==> src/rtl/multiplicador_param_if.sv <==
// Start/result handshake bundle for multiplicador_param.
interface multiplicador_param_if #(
  parameter int unsigned WIDTH = 4
);
  logic               St;
  logic               Sinal;
  logic [WIDTH-1:0]   Multiplicando;
  logic [WIDTH-1:0]   Multiplicador;
  logic [2*WIDTH-1:0] Produto;
  logic               Done;
  logic               Idle;

  modport master (
    output St, Sinal, Multiplicando, Multiplicador,
    input  Produto, Done, Idle
  );

  modport slave (
    input  St, Sinal, Multiplicando, Multiplicador,
    output Produto, Done, Idle
  );
endinterface

==> src/rtl/multiplicador_param.sv <==
// Sequential shift-add multiplier, WIDTH-bit operands, optional two's-complement mode.
// Signed operands are multiplied as magnitudes and the sign is applied in FIX.
module multiplicador_param #(
  parameter int unsigned WIDTH = 4
) (
  input logic                  Clk,
  input logic                  Rst_n,
  multiplicador_param_if.slave bus
);
  localparam int unsigned CntW = $clog2(WIDTH + 1);

  typedef enum logic [1:0] {StIdle, StCalc, StFix, StDone} state_e;

  state_e               state_q, state_d;
  logic                 st_q;
  logic                 neg_q, neg_d;
  logic                 zero_q, zero_d;
  logic [WIDTH-1:0]     m_q, m_d;
  logic [WIDTH-1:0]     q_q, q_d;
  logic [WIDTH:0]       acc_q, acc_d;
  logic [CntW-1:0]      cnt_q, cnt_d;
  logic [2*WIDTH-1:0]   prod_q, prod_d;

  logic                 start;
  logic                 a_msb, b_msb;
  logic [WIDTH-1:0]     a_abs, b_abs;
  logic [WIDTH:0]       sum;
  logic [2*WIDTH-1:0]   raw;

  assign start = bus.St & ~st_q;
  assign a_msb = bus.Multiplicando[WIDTH-1];
  assign b_msb = bus.Multiplicador[WIDTH-1];
  // Magnitude of the most-negative value still fits unsigned in WIDTH bits.
  assign a_abs = (bus.Sinal && a_msb) ? -bus.Multiplicando : bus.Multiplicando;
  assign b_abs = (bus.Sinal && b_msb) ? -bus.Multiplicador : bus.Multiplicador;
  assign sum   = q_q[0] ? (acc_q + {1'b0, m_q}) : acc_q;
  assign raw   = {acc_q[WIDTH-1:0], q_q};

  always_comb begin
    state_d = state_q;
    neg_d   = neg_q;
    zero_d  = zero_q;
    m_d     = m_q;
    q_d     = q_q;
    acc_d   = acc_q;
    cnt_d   = cnt_q;
    prod_d  = prod_q;
    case (state_q)
      StIdle: begin
        if (start) begin
          neg_d   = bus.Sinal & (a_msb ^ b_msb);
          zero_d  = (bus.Multiplicando == '0) || (bus.Multiplicador == '0);
          m_d     = a_abs;
          q_d     = b_abs;
          acc_d   = '0;
          cnt_d   = '0;
          state_d = zero_d ? StFix : StCalc;
        end
      end
      StCalc: begin
        // Conditional add followed by a one-bit right shift of {ACC,Q}.
        acc_d = {1'b0, sum[WIDTH:1]};
        q_d   = {sum[0], q_q[WIDTH-1:1]};
        cnt_d = cnt_q + 1'b1;
        if (cnt_q == CntW'(WIDTH - 1)) begin
          state_d = StFix;
        end
      end
      StFix: begin
        if (zero_q) begin
          prod_d = '0;
        end else if (neg_q) begin
          prod_d = -raw;
        end else begin
          prod_d = raw;
        end
        state_d = StDone;
      end
      StDone: state_d = StIdle;
      default: state_d = StIdle;
    endcase
  end

  always_ff @(posedge Clk) begin
    if (!Rst_n) begin
      state_q <= StIdle;
      st_q    <= 1'b1;
      neg_q   <= 1'b0;
      zero_q  <= 1'b0;
      m_q     <= '0;
      q_q     <= '0;
      acc_q   <= '0;
      cnt_q   <= '0;
      prod_q  <= '0;
    end else begin
      state_q <= state_d;
      st_q    <= bus.St;
      neg_q   <= neg_d;
      zero_q  <= zero_d;
      m_q     <= m_d;
      q_q     <= q_d;
      acc_q   <= acc_d;
      cnt_q   <= cnt_d;
      prod_q  <= prod_d;
    end
  end

  assign bus.Produto = prod_q;
  assign bus.Done    = (state_q == StDone);
  assign bus.Idle    = (state_q == StIdle);
endmodule
==> src/flat_wrapper.sv <==
// flat-port wrapper written by rule: the top's interface ports become plain ports
module multiplicador_param_flat 
#(
  parameter int unsigned WIDTH = 4
)
  (Clk, Rst_n, bus_St, bus_Sinal, bus_Multiplicando, bus_Multiplicador, bus_Produto, bus_Done, bus_Idle);
  multiplicador_param_if #(.WIDTH(WIDTH)) bus_i ();
  input logic Clk;
  input logic Rst_n;
  input wire logic [$bits(bus_i.St)-1:0] bus_St;
  input wire logic [$bits(bus_i.Sinal)-1:0] bus_Sinal;
  input wire logic [$bits(bus_i.Multiplicando)-1:0] bus_Multiplicando;
  input wire logic [$bits(bus_i.Multiplicador)-1:0] bus_Multiplicador;
  output wire logic [$bits(bus_i.Produto)-1:0] bus_Produto;
  output wire logic [$bits(bus_i.Done)-1:0] bus_Done;
  output wire logic [$bits(bus_i.Idle)-1:0] bus_Idle;
  assign bus_i.St = bus_St;
  assign bus_i.Sinal = bus_Sinal;
  assign bus_i.Multiplicando = bus_Multiplicando;
  assign bus_i.Multiplicador = bus_Multiplicador;
  assign bus_Produto = bus_i.Produto;
  assign bus_Done = bus_i.Done;
  assign bus_Idle = bus_i.Idle;
  multiplicador_param #(.WIDTH(WIDTH)) u_core (.Clk(Clk), .Rst_n(Rst_n), .bus(bus_i));
endmodule
==> config.mk <==
export PLATFORM = sky130hd
export DESIGN_NAME = multiplicador_param_flat
export DESIGN_NICKNAME = d
export VERILOG_FILES = /design/src/rtl/multiplicador_param_if.sv /design/src/rtl/multiplicador_param.sv /design/src/flat_wrapper.sv
export SDC_FILE = /design/constraint.sdc
export NUM_CORES = 1
export LEC_CHECK = 0
export CORE_MARGIN = 1.5
export CORE_UTILIZATION = 45
export CTS_CLUSTER_SIZE = 30
export DETAILED_ROUTE_END_ITERATION = 16
export PLACE_DENSITY = 0.67
export SLEW_MARGIN = 20
export SYNTH_ARGS = -nofsm -noshare
export SYNTH_HDL_FRONTEND = slang
export SYNTH_SLANG_ARGS = --single-unit
==> constraint.sdc <==
create_clock -name Clk -period 2.15 [get_ports Clk]
set_input_delay 0.43 -clock Clk [delete_from_list [all_inputs] [get_ports Clk]]
set_output_delay 0.43 -clock Clk [all_outputs]
set_load 0.02 [all_outputs]
# Word level (Yosys, flattened, before mapping)
# Index checks and enable logic that the tools add are counted.
# W data, S select, Z words.
word_totals:
  elab_cells: 49
  reg_bits: 29
  inputBits: 12
classes:
  n_addsub: 5
  muxes: 15
  eq_ne: 6
  n_reduce_logical: 10
  bitwise: 4
ops:
  columns: ["op", "count"]
  rows:
  - ["$mux W8", 2]
  - ["$mux W4", 3]
  - ["$mux W5", 2]
  - ["$pmux W5 S2", 1]
  - ["$logic_not A4 Y1", 2]
  - ["$neg A4 Y4", 2]
  - ["$neg A8 Y8", 1]
  - ["$pmux W2 S4", 1]
  - ["$pmux W4 S2", 1]
  - ["$mux W2", 3]
  - ["$pmux W3 S2", 1]
  - ["$reduce_and A2 Y1", 3]
  - ["$add A5 B4 Y5", 1]
  - ["$eq A2 B2 Y1 const B", 2]
  - ["$ne A2 B1 Y1 const B", 2]
  - ["$add A3 B1 Y3 const B", 1]
  - ["$eq A3 B2 Y1 const B", 1]
  - ["$mux W3", 1]
  - ["$and A1 B1 Y1", 2]
  - ["$eq A2 B1 Y1 const B", 1]
  - ["$logic_and A1 B1 Y1", 2]
  - ["$logic_not A2 Y1", 1]
  - ["$reduce_bool A2 Y1", 1]
  - ["$logic_or A1 B1 Y1", 1]
  - ["2 further kinds", 2]

# Logic depth before layout (Yosys ltp)
logic_depth:
  word_depth: 5
  depth_mapped: 7
  depth_no_buf: 7

# Worst setup path before layout
# OpenSTA, ideal clock, no wires.
synth_timing:
  path_kind: "register to register"
  from: "register u_core.acc_q[0]"
  to: "register u_core.acc_q[1]"
  stages_incl_launch_ff: 8
  synth_period_minus_slack_ps: 1671
  setup_slack_ps: 479
  t_required_ps: 2032
  arrival_ps: 1552
  path_cell_list: "dfxtp_1 -> ha_1 -> inv_1 -> fa_1 -> xnor2_1 -> mux2_2 -> a22oi_1 -> nor2b_1"
synth_via:
  elab_chain_len: 3
synth_lines:
  columns: ["element", "line_no", "rtl"]
  rows:
  - ["from (decl)", "multiplicador_param.sv:20", "logic [WIDTH:0] acc_q, acc_d;"]
  - ["from (signal assigned)", "multiplicador_param.sv:92", "acc_q <= '0;"]
  - ["from (signal assigned)", "multiplicador_param.sv:102", "acc_q <= acc_d;"]
  - ["$add A5 B4 Y5", "multiplicador_param.sv:36", "assign sum = q_q[0] ? (acc_q + {1'b0, m_q}) : acc_q;"]
  - ["$mux W5", "multiplicador_param.sv:36", null]
  - ["$pmux W5 S2", "multiplicador_param.sv:48", "case (state_q)"]
# No other way between the ends.
# A chain may end at the register's enable or synchronous reset.

# Final worst setup path
layout_timing:
  from: "register u_core.state_q[0]"
  to: "output bus_Done"
layout_via:
  elab_chain_len: 1
layout_lines:
  columns: ["element", "line_no", "rtl"]
  rows:
  - ["from (decl)", "multiplicador_param.sv:14", "state_e state_q, state_d;"]
  - ["from (signal assigned)", "multiplicador_param.sv:86", "state_q <= StIdle;"]
  - ["from (signal assigned)", "multiplicador_param.sv:96", "state_q <= state_d;"]
  - ["$eq A2 B2 Y1", "multiplicador_param.sv:109", "assign bus.Done = (state_q == StDone);"]
  - ["to (decl)", "flat_wrapper.sv:15", "output wire logic [$bits(bus_i.Done)-1:0] bus_Done;"]
# No other way between the ends.

==> results by group <==
Synthesis
  – Syn Nets: 218
  – Synth cell types: between 40 and 50
  – EDFF count, synth: 0
  – Syn_area_per_cell: around 8.7 µm²
  – Total number of yosys warnings: 0
  – Seq/Total Area, Yosys: 33.7%
  – Post-Syn Area: approximately 0.0017 mm²
  – Post-synth top flop: dfxtp_1
  – FF+latch count, synth: 28
  – Ys async rst share: 0%
  – Post-synthesis cell count: 191

Power
  – Pwr dens: 720 mW/mm²
  – Combinational Power Share: about a third
  – Internal: 0.932 mW
  – Flop pwr share: 42.7%
  – Worst IR Drop VDD: 0.000431 V
  – Clock share of power: 23.0%
  – Leakage power: 0.775 nW
  – Sw Pwr: 0.505 mW
  – Switching share of power: between 30% and 40%

Clock network
  – PostCTS Resize Cnt: 0
  – Clock sink count: 28
  – TritonCTS Buffers: 3
  – Worst-Skew Late Latency: 0.28 ns
  – Post-CTS Setup Inserts: 0
  – TritonCTS clock tree: built
  – Clock Path Buffers: 2
  – Clock-pin slew on the worst setup and hold paths: 0.09 ns
  – Clock root buffer: clkbuf_8
  – H-tree Lvls: 1
  – CTS Hold Buffers Added: 0

Global routing
  – Gr usage total: between 10% and 20%
  – Largest net degree at the start of global routing: 30
  – Initial antenna violation count: 0
  – First-pass GRT wire length: 5.81 mm
  – Vias in the first global route: around 1.3k
  – Total grt overflow: 0

Timing
  – Final hold vios: 0
  – Final Max Tran Viols: 0
  – Setup TNS: 0 ns
  – Final setup violating endpoints: 0
  – Final setup skew: 0.00321 ns
  – Crit path time final: 1.85 ns
  – Achievable frequency: 0.540 GHz
  – Unrepaired setup endpoints after global routing: no
  – Headroom to the max-slew limit: ~68%
  – Slew @ Worst Pin: 0.478 ns
  – Setup WS post-layout: ~0.30 ns
  – Final clock period utilization by the worst path: 86.1%

Setup path
  – Worst reg2reg endpoint: u_core.acc_q[1]$_SDFFE_PN0P_
  – RR Startpoint: u_core.acc_q[0]$_SDFFE_PN0P_
  – Crit. End Element: primary output
  – Crit path kind: flip-flop to primary output
  – Crit path required time: about 1.7 ns
  – Critical-path maximum fanout: 4
  – R2R Setup Slk: 0.34 ns
  – Crit path DAT: 1.42 ns
  – Crit path launch type: flip-flop
  – Worst r2r path cells: 7

Die
  – Initial Util: 48.3%
  – Core ar.: 0.00344 mm²
  – Die height: 63.8 µm
  – Die width: between 60 and 70 µm
  – Die area: roughly 0.0041 mm²
  – Ports: 22
  – Placement row count: 21

Placed design
  – Gp weighted congestion: 0.826
  – Dpl ws: 0.105 ns
  – DP Area: 0.00193 mm²
  – HPWL after DPL: 2.58 mm
  – Port Buffers: 21

Worst hold path
  – Hold Path Cell Cnt: 2
  – Hold Startpoint: u_core.bus.Produto[4]$_SDFFE_PN0P_
  – Hold Path End: u_core.bus.Produto[4]$_SDFFE_PN0P_
  – Hold WC Path Type: flip-flop to flip-flop

Layout
  – Fin nets: 242
  – ANT cells: 0
  – Fin area: 0.00199 mm²
  – Synthesis-to-finish area growth: 20.0%
  – Layout cells sized above 1: ~7.5%

Detailed routing
  – Vias per std cell: 5.18
  – Initial DRC count: 26
  – TritonRoute pass-1 iters: 4
  – DR vias: between 1k and 1.5k
  – Final ANT Viol Nets: 0
  – Total wire length: 3.31 mm
  – WL/cell: 12.7 µm
  – Drt drc: 0

Run status
  – Outcome: completed

Flow run
  – Reported max-cap violation count: 0
layout make-up:
class / count / area (µm²)
fill: 302 / 1450
multi-input combinational: 139 / 1010
sequential: 28 / 561
timing repair buffer: 25 / 243
inverter: 18 / 67.6
tap: 46 / 57.6
clock buffer: 4 / 55.1
synth_stat cells, drive strengths merged, types with 4 or more instances:
cell / number / area, µm²
inv: 18 / 67.6
o31ai: 5 / 42.5
o21ai: 12 / 63.8
nand2b: 4 / 25.0
ha: 14 / 175
nand3: 9 / 45.0
nand2: 18 / 67.6
clkbuf: 4 / 15.0
a21boi: 9 / 71.3
mux2i: 4 / 40.0
xnor2: 7 / 61.3
xor2: 4 / 35.0
nor2b: 11 / 68.8
dfxtp: 28 / 561
nor2: 5 / 21.3
per-layer routing:
| layer | wire [µm] | share of wire, % | vias to the layer above | track usage [%] |
|---|---|---|---|---|
| met4 | 57 | 1.7 | 0 | 6.79 |
| met5 | 0 | 0 | - | 0 |
| met3 | 94 | 2.8 | 5 | 2.29 |
| li1 | - | - | 711 | - |
| met2 | 1620 | 49 | 25 | 32.0 |
| met1 | 1540 | 46 | 607 | 22.0 |
kinds of logic after synthesis:
family | synth area share, %
AO/OA/AOI/OAI | 21.9
XOR/XNOR | 5.80
adder cells (fa/ha/maj) | 11.7
buffers and inverters | 5.57
flip-flops | 33.7
multiplexers | 3.09
AND/OR/NAND/NOR | 18.1
worst max-delay path, stage by stage, from the launching register on:
cell             delay [ns]
dfxtp_1                0.39
ha_1                   0.16
clkdlybuf4s50_1        0.59
worst max path at each step:
stage,start,end,slack [ns]
after floorplan,u_core.acc_q[0]$_SDFFE_PN0P_,u_core.acc_q[1]$_SDFFE_PN0P_,0.48
after global placement,bus_Multiplicando[0],u_core.state_q[1]$_SDFFE_PN0P_,0.18
after detailed placement,bus_Multiplicando[0],u_core.state_q[1]$_SDFFE_PN0P_,0.10
after CTS,u_core.state_q[0]$_SDFFE_PN0P_,bus_Idle,0.00001
after global routing,u_core.state_q[0]$_SDFFE_PN0P_,bus_Done,0.23
final,u_core.state_q[0]$_SDFFE_PN0P_,bus_Done,0.30
cells in the final DEF, fill, tap and decap left out, types with 7 or more instances in the layout:
cell              n
clkdlybuf4s50_1  20
o21ai_0          10
nand2_1          18
a21boi_0          8
ha_1             13
nor2b_1          11
inv_1            18
dfxtp_1          28
xnor2_1           7
nand3_1           9
power groups by stage:
stage,Clock [mW],Sequential [mW],Combinational (mW)
2_1_floorplan,0,0.614,0.346
6_report,0.330,0.614,0.493
3_3_place_gp,0,0.621,0.475
5_1_grt,0.368,0.621,0.552
3_5_place_dp,0,0.624,0.490
4_1_cts,0.340,0.612,0.495
sequential cells by signal, indices dropped and copies added (netlist names):
name                flops
u_core.cnt_q            3
u_core.bus.Produto      8
u_core.st_q             1
u_core.neg_q            1
u_core.acc_q            4
u_core.m_q              4
u_core.state_q          2
u_core.q_q              4
u_core.zero_q           1
per-stage QoR:
| step | hold WS, ns | util, % | power [mW] | std cells |
|---|---|---|---|---|
| after global placement | 0.433 | 56.2 | 1.10 | 256 |
| after global routing | 0.494 | 57.9 | 1.54 | 260 |
| after floorplan | 0.447 | - | 0.960 | 191 |
| final | 0.460 | 57.9 | 1.44 | 260 |
| after detailed placement | 0.445 | 56.2 | 1.11 | 256 |
| after CTS | 0.468 | 57.8 | 1.45 | 260 |
No activity file was read; power rests on OpenSTA's default activity.
